File: src/rtl/cdc_dst_reg_bank.sv
// cdc_dst_reg_bank: register bank slave for one bus_cdc destination domain (RW regs, W1C event flags, timestamp).
// Optional 64-bit timestamp counter and TS_HI shadow are built only when CDC_DST_REG_BANK_TIMESTAMP_EN is defined.
module cdc_dst_reg_bank #(
    parameter logic [31:0] BaseAddress  = 32'h0000_9000,
    parameter int          AddressWidth = 32,
    parameter int          DataWidth    = 32,
    parameter int          NumRwRegs    = 4,
    parameter int          NumEvents    = 8
) (
    input  logic                           clk_i,
    input  logic                           reset_n_i,
    input  logic                           bus_we_i,
    input  logic [AddressWidth-1:0]        bus_address_i,
    input  logic [DataWidth-1:0]           bus_data_i,
    output logic [DataWidth-1:0]           bus_data_o,
    input  logic [NumEvents-1:0]           event_i,
    output logic [NumRwRegs*DataWidth-1:0] rw_regs_o,
    output logic [NumRwRegs-1:0]           wr_strobe_o,
    output logic [NumEvents-1:0]           event_flags_o
);
    localparam int NumRegs = NumRwRegs + 3;
    localparam logic [AddressWidth-1:0] Base = AddressWidth'(BaseAddress);

    logic [AddressWidth-1:0] offset;
    logic                    in_win, rd, wr, sel_status;
    logic [DataWidth-1:0]    rd_data;
    logic [DataWidth-1:0]    bus_data_q, bus_data_d;
    logic [DataWidth-1:0]    rw_q [NumRwRegs];
    logic [DataWidth-1:0]    rw_d [NumRwRegs];
    logic [NumRwRegs-1:0]    strobe_q, strobe_d;
    logic [NumEvents-1:0]    flags_q, flags_d;

    // Address 0 marks an idle bus; BaseAddress is nonzero so idle never decodes.
    assign offset     = bus_address_i - Base;
    assign in_win     = (bus_address_i >= Base) && (offset < AddressWidth'(NumRegs));
    assign rd         = in_win && !bus_we_i;
    assign wr         = in_win && bus_we_i;
    assign sel_status = offset == AddressWidth'(NumRwRegs);

`ifdef CDC_DST_REG_BANK_TIMESTAMP_EN
    logic        sel_lo, sel_hi;
    logic [63:0] cnt_q, cnt_d;
    logic [31:0] shadow_q, shadow_d;

    assign sel_lo = offset == AddressWidth'(NumRwRegs + 1);
    assign sel_hi = offset == AddressWidth'(NumRwRegs + 2);

    // Timestamp halves are 32 bits; narrower buses see the low bits, wider ones zero-extended.
    function automatic logic [DataWidth-1:0] fit(input logic [31:0] v);
        logic [DataWidth+31:0] t;
        t = {{DataWidth{1'b0}}, v};
        return t[DataWidth-1:0];
    endfunction

    // A clearing write beats the free-running increment.
    assign cnt_d    = (wr && sel_lo) ? 64'd0 : cnt_q + 64'd1;
    assign shadow_d = (rd && sel_lo) ? cnt_q[63:32] : shadow_q;

    always_ff @(posedge clk_i or negedge reset_n_i) begin
        if (!reset_n_i) begin
            cnt_q    <= '0;
            shadow_q <= '0;
        end else begin
            cnt_q    <= cnt_d;
            shadow_q <= shadow_d;
        end
    end
`endif

    always_comb begin
        rd_data = '0;
        for (int k = 0; k < NumRwRegs; k++)
            if (offset == AddressWidth'(k)) rd_data = rw_q[k];
        if (sel_status) rd_data = DataWidth'(flags_q);
`ifdef CDC_DST_REG_BANK_TIMESTAMP_EN
        if (sel_lo) rd_data = fit(cnt_q[31:0]);
        if (sel_hi) rd_data = fit(shadow_q);
`endif
    end

    assign bus_data_d = rd ? rd_data : bus_data_q;

    // Set wins over W1C clear when an event arrives in the clearing cycle.
    assign flags_d = ((wr && sel_status) ? (flags_q & ~bus_data_i[NumEvents-1:0]) : flags_q) | event_i;

    always_comb begin
        strobe_d = '0;
        for (int k = 0; k < NumRwRegs; k++) begin
            rw_d[k]     = rw_q[k];
            strobe_d[k] = wr && (offset == AddressWidth'(k));
            if (strobe_d[k]) rw_d[k] = bus_data_i;
        end
    end

    always_ff @(posedge clk_i or negedge reset_n_i) begin
        if (!reset_n_i) begin
            bus_data_q <= '0;
            strobe_q   <= '0;
            flags_q    <= '0;
            for (int k = 0; k < NumRwRegs; k++) rw_q[k] <= '0;
        end else begin
            bus_data_q <= bus_data_d;
            strobe_q   <= strobe_d;
            flags_q    <= flags_d;
            for (int k = 0; k < NumRwRegs; k++) rw_q[k] <= rw_d[k];
        end
    end

    always_comb begin
        rw_regs_o = '0;
        for (int k = 0; k < NumRwRegs; k++) rw_regs_o[k*DataWidth +: DataWidth] = rw_q[k];
    end

    assign bus_data_o    = bus_data_q;
    assign wr_strobe_o   = strobe_q;
    assign event_flags_o = flags_q;
endmodule

File: config.mk
export PLATFORM = sky130hd
export DESIGN_NAME = cdc_dst_reg_bank
export DESIGN_NICKNAME = d
export VERILOG_FILES = /design/src/rtl/cdc_dst_reg_bank.sv
export SDC_FILE = /design/constraint.sdc
export NUM_CORES = 1
export LEC_CHECK = 0
export CORE_MARGIN = 3
export CORE_UTILIZATION = 42
export DETAILED_ROUTE_END_ITERATION = 10
export PLACE_DENSITY = 0.76
export SLEW_MARGIN = 20
export SYNTH_ARGS = -nofsm -noshare
export SYNTH_HDL_FRONTEND = slang
export SYNTH_SLANG_ARGS = --single-unit
export TNS_END_PERCENT = 10
File: constraint.sdc
create_clock -name clk_i -period 1.09 [get_ports clk_i]
set_clock_uncertainty 0.05 [all_clocks]
set_input_delay 0.109 -clock clk_i [delete_from_list [all_inputs] [get_ports clk_i]]
set_output_delay 0.109 -clock clk_i [all_outputs]
set_load 0.02 [all_outputs]
# Word-level counts from Yosys, hierarchy flattened
# Cells that the tools add are included.
# totals
regBits	172
in_bits	75
output_inout_bits	172
elab_cells	33
# op_classes
addsub	1
n_lt_le_gt_ge	2
n_eq_ne	4
muxes	6
bitwise_logic	3
n_reduce_logical	10
# ops
cell	count
32-bit 2-to-1 mux	5
32-bit by 2-bit equality test with 1-bit output, second input constant	2
32-bit by 1-bit equality test with 1-bit output, second input constant	1
32-bit by 3-bit equality test with 1-bit output, second input constant	1
32-bit by 16-bit >= comparator with 1-bit output, second input constant	1
32-bit logical NOT	1
32-bit by 3-bit less-than comparator with 1-bit output, second input constant	1
32-bit by 16-bit subtractor with 32-bit output, second input constant	1
8-bit AND	1
1-bit logical AND	8
8-bit 2-to-1 mux	1
8-bit inverter	1
8-bit bitwise OR	1
1-bit logical NOT	1

# Depth between registers and ports, before layout
# Gate-level depths: netlist of the first run.
# depth
ltp_word	7
mapped_depth	6
ltp_nobuf	4

# Worst setup path after synthesis of the first run
# No wires, ideal clock.
# synth_path
path_type	input to register
startpoint	input port bus_address_i[14]
endpoint	register rw_q, in the netlist rw_regs_o[32]
setup_ns	0.125
arrival_ns	1.767
required_time_ns	0.915
slack_ns	-0.852
stages	6
path_buffers	2
path_cell_list	o31ai_2 -> xor2_2 -> buf_4 -> nor4_4 -> buf_8 -> mux2_4
# synth_between
elab_chain_cells	5
elab_cells_between_ends	7
cone_classes	add/sub: 1; order compare: 2; eq/ne: 1; reduce/logical: 3
# synth_lines
element	line	text
start: declaration	13	input logic [AddressWidth-1:0] bus_address_i,
32-bit by 16-bit subtractor with 32-bit output	34	assign offset = bus_address_i - Base;
32-bit by 3-bit less-than comparator with 1-bit output	35	assign in_win = (bus_address_i >= Base) && (offset < AddressWidth'(NumRegs));
1-bit logical AND	35	
1-bit logical AND	37	assign wr = in_win && bus_we_i;
1-bit logical AND *	90	strobe_d[k] = wr && (offset == AddressWidth'(k));
end: declaration	28	logic [DataWidth-1:0] rw_q [NumRwRegs];
# Mark *: on every way between the ends. The rest lies on a longest branch, timed or not.
# A chain may end at the register's enable or synchronous reset.

# Final worst setup path of the first run
# layout_path
startpoint	input port bus_address_i[30]
endpoint	register rw_q, in the netlist rw_regs_o[93]
# Same word-level chain as after synthesis.

==> results.txt, run 1 <==
Period utilization: 148%
Post-Syn Instances: 526
Kind of critical path: primary input to flop
Least-Margin Pin Slew: 411 ps
CTS H-tree depth: 4
Synthesis-to-finish area growth: 56.8%
Sequential Power Share: 47.7%
Avg Inst Size Synth: 15.0 µm²
Power density cells: 1080 mW/mm²
Syn Nets: 601
Pre-CTS setup slack: -1350 ps
Buf/Inv on CP: 5
Synth top area share: 54.6%
CP delay by family, top: simple AND/OR/NAND/NOR gates
Vias/cell: 5.53
Final Hold Fails: 0
Antenna violations before repair: 1
Drt pass-1 iters: 6
Post-DP HPWL: 17.2 mm
IO Pins: 247
Total GRT Usage: 25.6%
Crit-path cells: buf_6 -> nor4_4 -> nand3_1 -> buf_6 -> nor4_4 -> buf_6 -> buf_12 -> buf_16 -> mux2_4
Register area: 0.00430 mm²
Clock latency at the later pin of the worst-skew pair: 420 ps
Sw Share: 23.0%
Status: finished, violations left
Worst min-delay path class: primary input to async pin
Fill count: 1243
Minimum clock period after layout: 1610 ps
Slew HR: 72.6%
Share of post-route cells with drive strength above 1: 60.7%
CTS tree: built
Post-route ant nets: 0
# port buffers: 246
Number of synthesized flops with an enable pin: 0
DR WL/cell: 23.6 µm
Syn. warnings: 0
Critical Path RT: 1340 ps
Die W: 143 µm
Area occupied by multi-input gates: 0.00360 mm²
Die H: 143 µm
Final core utilization: 67.9%
CP max stage cell: nor4_4
Psw: 0.00308 W
Sequential-to-total area share from yosys stat: 54.6%
Crit path capture type: flop
Core footprint: 0.0182 mm²
Final Power: 0.0134 W
Yosys top cell by area: dfrtp_1
Failing checks: negative setup slack
Power Internal: 0.0103 W
Clock-pin slew on the worst setup and hold paths: 70 ps
Total CTS buffers: 17
Cell variety after synth: 35
Clock Power Share: 45.6%
Ys flop type: dfrtp_1
Crit path max fanout: 8
RSZ-0062 raised after global routing: yes
Largest stage delay on the critical path: 310 ps
CTS sink count: 172
Clock root cell: clkbuf_16
Flops & latches, synth: 172
Setup-failing EPs final: 343
Vias in the first global route: 6743
Nets: 949
Synth async-reset ratio: 100%
Commonest cells post-synth: dfrtp_1, mux2_2, inv_1
Die area: 0.0205 mm²
Clk buf depth: 2
Final Wtd Congestion: 0.837
Max-slew violations: 0
Most frequent cell after synthesis: dfrtp_1
GR Overflow Total: 0
Gate power share: 6.7%
Maxcap violations: 0
Setup ws final: -522 ps
P_leak: 5.89 nW
Vias: 6175
Area contributors post-synth: dfrtp_1, mux2_2, mux4_2
Initial core utilization: 43.3%
Routed wire length: 26.3 mm
Mapped Area: 0.00789 mm²
Remaining DRCs: 0
Peak Freq: 620 MHz
Startpoint types: primary input
Largest net degree at the start of global routing: 53
Data arrival time of the critical path: 1860 ps
Crit-path most repeated cell: buf_6
First-pass GRT wire length: 39.9 mm
DR iter-0 viols: 297
Max IR drop VDD: 0.00109 V
# rows: 49
routing by layer:
layer	global-route usage, %	routed length, µm	up-vias
li1	-	-	2668
met1	32.2	10500	3215
met2	43.9	13400	254
met3	7.07	1920	38
met4	6.80	537	0
met5	0	0	-
flip-flops by register name, indices dropped and copies added, names as in the netlist:
name and count:
event_flags_o 8, wr_strobe_o 4, bus_data_o 32, rw_regs_o 128
layout make-up:
type                    instances  area share, %
diodes                          1         0.0202
inverters                      33           1.00
well taps                     229           2.32
repair buffers                363           28.0
flip-flops and latches        172           34.8
multi-input cells             287           29.1
clock buffers                  19           3.66
clock inverters                13           1.12
power by group through the flow:
| stage | Clock, W | Combinational, W | Sequential (W) |
|---|---|---|---|
| 6_report | 0.00610 | 0.000899 | 0.00638 |
| 5_1_grt | 0.00643 | 0.000969 | 0.00638 |
| 4_1_cts | 0.00618 | 0.000882 | 0.00638 |
| 3_5_place_dp | 0 | 0.000885 | 0.00650 |
| 3_3_place_gp | 0 | 0.000860 | 0.00650 |
| 2_1_floorplan | 0 | 0.000223 | 0.00650 |
worst paths after layout:
| kind | from | endpoint | slack [ps] | depth (start not counted) |
|---|---|---|---|---|
| min | reset_n_i | rw_regs_o[107] | 30 | 2 |
| max | bus_address_i[30] | rw_regs_o[93] | -520 | 9 |
| max reg2reg | rw_regs_o[33] | bus_data_o[1] | -280 | 3 |
| min reg2reg | bus_data_o[14] | bus_data_o[14] | 460 | 2 |
| min in group clk_i | bus_address_i[1] | wr_strobe_o[1] | 150 | 4 |
| max in group asynchronous | reset_n_i | wr_strobe_o[2] | 430 | 3 |
through the flow:
stage	std cells	hold WS (ps)	area, µm²	TNS [ps]
finish	1117	31.8	12400	-83670
global route	1117	46.8	12400	-100850
CTS	1110	21.9	12100	-99540
detailed placement	1060	-97.3	11200	-226780
global placement	1060	-98.5	11200	-218010
floorplan	526	-237	7950	-109790
worst reg2reg max path: cells and delay by family, from the launching register on:
kind / cells / cell delay, ps
flip-flops: 1 / 420
AO/OA/AOI/OAI: 2 / 300
multiplexers: 1 / 470
logic make-up after synthesis:
family                 share of synthesized area, %
AO/OA/AOI/OAI                                  6.71
buffers and inverters                          4.70
AND/OR/NAND/NOR                                4.97
XOR/XNOR                                      0.206
multiplexers                                   28.8
flip-flops                                     54.6
what timing repair did:
item | CTS | global route
setup buffers | 11 | 4
gates cloned | 6 | 3
gates resized for setup | 710 | 414
hold buffers | 1 | 0
endpoints found under the hold margin | 172 | 0
setup endpoints to repair | 344 | 344
pin swaps | 31 | 5
placed cells by master (no fill, tap or decap), drive strengths merged, types with 2 or more instances in the layout:
cell	count
nor4b	2
o21ai	32
a22oi	8
nand2	2
nor3	4
clkinv	7
nor2	10
a31oi	9
mux2	128
nand4	3
clkdlybuf4s50	40
nor4	13
dfrtp	172
buf	304
mux4	32
dlygate4sd2	3
nand3	2
clkdlybuf4s15	5
bufinv	2
nand3b	2
o31ai	33
clkbuf	29
inv	36
(Power assumes the default switching activity.)
==> run 2: changes to the inputs <==
--- a/config.mk
+++ b/config.mk
@@ -6,9 +6,11 @@
 export NUM_CORES = 1
 export LEC_CHECK = 0
 export CORE_MARGIN = 3
-export CORE_UTILIZATION = 42
+export CORE_UTILIZATION = 50
 export DETAILED_ROUTE_END_ITERATION = 10
-export PLACE_DENSITY = 0.76
+export DONT_BUFFER_PORTS = 1
+export HOLD_SLACK_MARGIN = 0.05
+export PLACE_DENSITY = 0.68
 export SLEW_MARGIN = 20
 export SYNTH_ARGS = -nofsm -noshare
 export SYNTH_HDL_FRONTEND = slang
==> run 2 against run 1 <==
  * The flow finishes with violations (negative hold slack, negative setup slack)
  * Clock power about the same
  * Fmax up 7.8%
  * First-iteration DRC count up 33%
  * Global-route usage up 2.5 points
  * Critical path depth down 3
  * Sequential share of layout area up 1.9 points
  * Clock-buffer cell count up 1
  * Final cell count down 12%
  * Die area down 15%
  * Design area down 5.1%
  * Non-clock buffer count down 112
  * Largest cell class unchanged
  * Highest routed layer unchanged
==> results.txt, run 2 (same netlist as run 1, synthesis figures left out) <==
Worst hold slack: -666 ps
Data arrival time of the critical path: 1740 ps
Routed wire length: 25.7 mm
RSZ-0062 raised after global routing: yes
Maxcap violations: 0
First-pass GRT wire length: 38.1 mm
Remaining DRCs: 0
Final Power: 0.0130 W
Power Internal: 0.0102 W
Clk buf depth: 2
Total CTS buffers: 17
Met2 wire length: 13.4 mm
DR iter-0 viols: 396
DR top layer: met4
Max-slew violations: 0
Die H: 132 µm
CTS sink count: 172
Clock Power Share: 47.0%
Setup-failing EPs final: 336
Core footprint: 0.0153 mm²
Largest register FFs: 128
Drt pass-1 iters: 4
Final instance area: 0.0117 mm²
GR Overflow Total: 0
Max IR drop VDD: 0.00102 V
Post-route ant nets: 0
Clock latency at the later pin of the worst-skew pair: 420 ps
Crit path max fanout: 17
Largest net degree at the start of global routing: 173
Nets: 838
Final Wtd Congestion: 0.803
Placed Area: 0.00949 mm²
Slew HR: 68.9%
Wire length on met1: 9.57 mm
IO Pins: 247
Fill count: 876
Period utilization: 137%
Failing checks: negative hold slack, negative setup slack
Least-Margin Pin Slew: 466 ps
Initial core utilization: 51.5%
N_diodes: 0
Status: finished, violations left
Die area: 0.0173 mm²
CTS Hold Buffers Added: 42
Share of post-route cells with drive strength above 1: 55.8%
Clock-pin slew on the worst setup and hold paths: 70 ps
Met3 WL: 2.09 mm
Vias/cell: 5.88
Psw: 0.00281 W
Sum Neg Setup Slack: -62660 ps
# port buffers: 0
Critical Path RT: 1340 ps
Startpoint types: primary input
CTS tree: built
Total GRT Usage: 28.1%
Clock root cell: clkbuf_16
Crit path capture type: flop
Register area: 0.00431 mm²
CTS H-tree depth: 4
Setup ws final: -406 ps
Post-DP HPWL: 14.6 mm
Sequential Power Share: 49.2%
Most common cell after layout, fill and taps aside: buf_6
Power density cells: 1110 mW/mm²
Vias: 5805
P_leak: 5.35 nW
Final Hold Fails: 180
Peak Freq: 668 MHz
Final core utilization: 76.7%
Die W: 132 µm
Sw Share: 21.6%
Synthesis-to-finish area growth: 48.9%
Most frequent cells in the layout: buf_6, dfrtp_1, mux2_4, dlygate4sd3_1, inv_1
DR WL/cell: 26.1 µm
Kind of critical path: primary input to flop
Area occupied by multi-input gates: 0.00362 mm²
Vias in the first global route: 6455
Antenna violations before repair: 0
Worst min-delay path class: primary input to async pin
Minimum clock period after layout: 1500 ps
# rows: 45
Gate power share: 3.8%
==> run 2: worst max-delay path: stages <==
cell	delay, ps
nor4_4	330
nand3_1	140
buf_6	170
nor4_4	320
buf_6	290
mux2_2	380
==> run 2: timing repair <==
action | in CTS | in global routing
resized for setup | 249 | 46
endpoints found under the hold margin | 344 | 205
cloned | 1 | 5
pin swaps | 27 | 13
buffers inserted | 6 | 7
endpoints found under the setup margin | 336 | 337
==> run 2: path summary, 6_finish.rpt <==
| kind | startpoint | end | slack, ps | depth (start not counted) |
|---|---|---|---|---|
| max in group asynchronous | reset_n_i | event_flags_o[6] | 1350 | 0 |
| worst min register to register | bus_data_o[14] | bus_data_o[14] | 480 | 2 |
| min in group clk_i | bus_we_i | bus_data_o[0] | -80 | 2 |
| worst max register to register | rw_regs_o[66] | bus_data_o[2] | -220 | 3 |
| worst max-delay path | bus_address_i[14] | rw_regs_o[21] | -410 | 6 |
| worst min-delay path | reset_n_i | rw_regs_o[23] | -670 | 0 |
==> run 2: cell type report <==
class / count / area share [%]
Clock buffer: 20 / 3.89
Clock inverter: 12 / 1.14
Tap cell: 211 / 2.25
Sequential cell: 172 / 36.7
Timing Repair Buffer: 251 / 24.1
Multi-Input combinational cell: 288 / 30.9
Inverter: 33 / 1.06
==> run 2: power groups by stage <==
stage               clock network (W)  logic [W]  registers, W
finish                        0.00610   0.000494       0.00638
global route                  0.00648   0.000520       0.00638
CTS                           0.00615   0.000437       0.00638
detailed placement                  0   0.000229       0.00650
global placement                    0   0.000226       0.00650
floorplan                           0   0.000223       0.00650
==> run 2: metrics by stage <==
step,cells,setup slack [ps]
3_3_place_gp,894,-855
2_1_floorplan,526,-731
4_1_cts,975,-371
5_1_grt,987,-440
6_report,987,-406
3_5_place_dp,894,-848
==> run 2: layer usage <==
layer	vias to the layer above	GRT usage, %
met5	-	0
met4	0	11.6
met3	46	8.73
met2	262	47.4
met1	3047	33.6
li1	2450	-
==> run 3: changes to the inputs <==
--- a/config.mk
+++ b/config.mk
@@ -10,7 +10,8 @@
 export DETAILED_ROUTE_END_ITERATION = 10
 export DONT_BUFFER_PORTS = 1
 export HOLD_SLACK_MARGIN = 0.05
-export PLACE_DENSITY = 0.68
+export PLACE_DENSITY_LB_ADDON = 0.3
+export REMOVE_ABC_BUFFERS = 1
 export SLEW_MARGIN = 20
 export SYNTH_ARGS = -nofsm -noshare
 export SYNTH_HDL_FRONTEND = slang
==> run 3 against run 2 <==
  * The run still ends with negative hold slack, negative setup slack left
  * Via count increased by 2.1%
  * Setup slack improved by 20 ps
  * Highest routed layer unchanged
  * Wire length increased by 9.0%
==> results.txt, run 3 (same netlist as run 1, synthesis figures left out) <==
Status: finished, violations left
Failing checks: negative hold slack, negative setup slack
CTS Hold Buffers Added: 41
Clock-pin slew on the worst setup and hold paths: 70 ps
Vias in the first global route: 6618
Remaining DRCs: 0
Total CTS buffers: 17
Share of post-route cells with drive strength above 1: 57.7%
CTS H-tree depth: 4
Psw: 0.00287 W
Clk buf depth: 2
Period utilization: 135%
First-pass GRT wire length: 40.5 mm
Kind of critical path: primary input to flop
Setup-failing EPs final: 330
Die area: 0.0173 mm²
Crit Reg-Reg Startpoint: rw_regs_o[2]
Final Wtd Congestion: 0.851
Fill count: 797
Sequential Power Share: 49.0%
IO Pins: 247
Most frequent cells in the layout: dfrtp_1, buf_6, mux2_4, dlygate4sd3_1, inv_1
Minimum clock period after layout: 1480 ps
R2R setup slack: -210 ps
Clock latency at the later pin of the worst-skew pair: 430 ps
DR iter-0 viols: 341
Critical Path RT: 1360 ps
Die H: 132 µm
Vias/cell: 6.01
Antenna violations before repair: 0
Finished Layout Cells: 986
Peak Freq: 677 MHz
Worst hold slack: -685 ps
Sw Share: 22.0%
Max IR drop VDD: 0.00114 V
Largest net degree at the start of global routing: 173
# port buffers: 0
Drt pass-1 iters: 4
RSZ-0062 raised after global routing: yes
Power density cells: 1080 mW/mm²
Die W: 132 µm
Clock Power Share: 47.2%
Total GRT Usage: 30.6%
Maxcap violations: 0
Most common cell after layout, fill and taps aside: dfrtp_1
Vias: 5925
P_leak: 5.43 nW
Gate power share: 3.8%
Cell count after placement: 887
N_diodes: 0
Post-route ant nets: 0
Reg2reg path depth: 3
GR Overflow Total: 0
Core footprint: 0.0153 mm²
Crit path capture type: flop
Least-Margin Pin Slew: 489 ps
Slew HR: 67.4%
Max-slew violations: 0
Setup ws final: -386 ps
Pre-CTS setup slack: -961 ps
CTS sink count: 172
Synthesis-to-finish area growth: 52.5%
Initial core utilization: 51.5%
CTS tree: built
RR Endpoint: bus_data_o[2]
Nets: 837
Clock root cell: clkbuf_16
Post-DP HPWL: 15.0 mm
Routed wire length: 28.0 mm
Largest register FFs: 128
# rows: 45
Final Hold Fails: 185
Worst min-delay path class: primary input to async pin
Data arrival time of the critical path: 1750 ps
Critical Path Source: bus_address_i[14]
DR WL/cell: 28.4 µm
Startpoint types: primary input
Crit path max fanout: 7
Power Internal: 0.0102 W
-- run 3: how the worst max path moves through the flow --
stage,end,slack (ps)
floorplan,rw_regs_o[50],-2200
global placement,rw_regs_o[19],-900
detailed placement,bus_data_o[22],-960
CTS,rw_regs_o[114],-360
global route,rw_regs_o[85],-410
finish,rw_regs_o[71],-390
-- run 3: what timing repair did --
item | CTS | global route
endpoints found under the hold margin | 344 | 205
pin swaps | 46 | 15
endpoints found under the setup margin | 330 | 333
gates resized for setup | 263 | 93
buffers inserted | 14 | 0
gates cloned | 6 | 7
-- run 3: routing by layer --
| layer | up-vias | track usage (%) | part of all wire [%] |
|---|---|---|---|
| met5 | - | 0 | 0 |
| met4 | 0 | 9.86 | 2.2 |
| met3 | 48 | 10.8 | 8.5 |
| met2 | 289 | 52.3 | 51 |
| met1 | 3132 | 36.3 | 38 |
| li1 | 2456 | - | - |
-- run 3: final cells by class --
cell class | count | area [µm²] | share of cell area (%)
tap | 211 | 264 | 2.20
timing repair buffer | 249 | 2920 | 24.2
multi-input combinational | 289 | 3820 | 31.8
clock buffer | 21 | 460 | 3.83
sequential | 172 | 4310 | 35.8
clock inverter | 11 | 133 | 1.10
inverter | 33 | 124 | 1.03
-- run 3: critical path, cell delays in order --
cell	delay, ps
nor4_4	310
nand3_1	140
buf_6	180
nor4_4	260
buf_6	230
clkbuf_16	190
mux2_4	300
-- run 3: stage by stage --
stage	utilization (%)	cell area [µm²]	power (W)	TNS, ps	hold slack, ps
finish	78.5	12000	0.0130	-59340	-685
global route	78.5	12000	0.0134	-67540	-710
CTS	75.3	11500	0.0130	-54380	-689
detailed placement	61.0	9350	0.00673	-147120	-232
global placement	61.0	9350	0.00672	-145910	-231
floorplan	-	7640	0.00665	-277550	-237
-- run 3: power groups by stage --
stage	Sequential [W]	Clock (W)	Combinational (W)
6_report	0.00638	0.00616	0.000493
5_1_grt	0.00638	0.00652	0.000515
4_1_cts	0.00638	0.00619	0.000453
3_5_place_dp	0.00650	0	0.000225
3_3_place_gp	0.00650	0	0.000219
2_1_floorplan	0.00650	0	0.000149
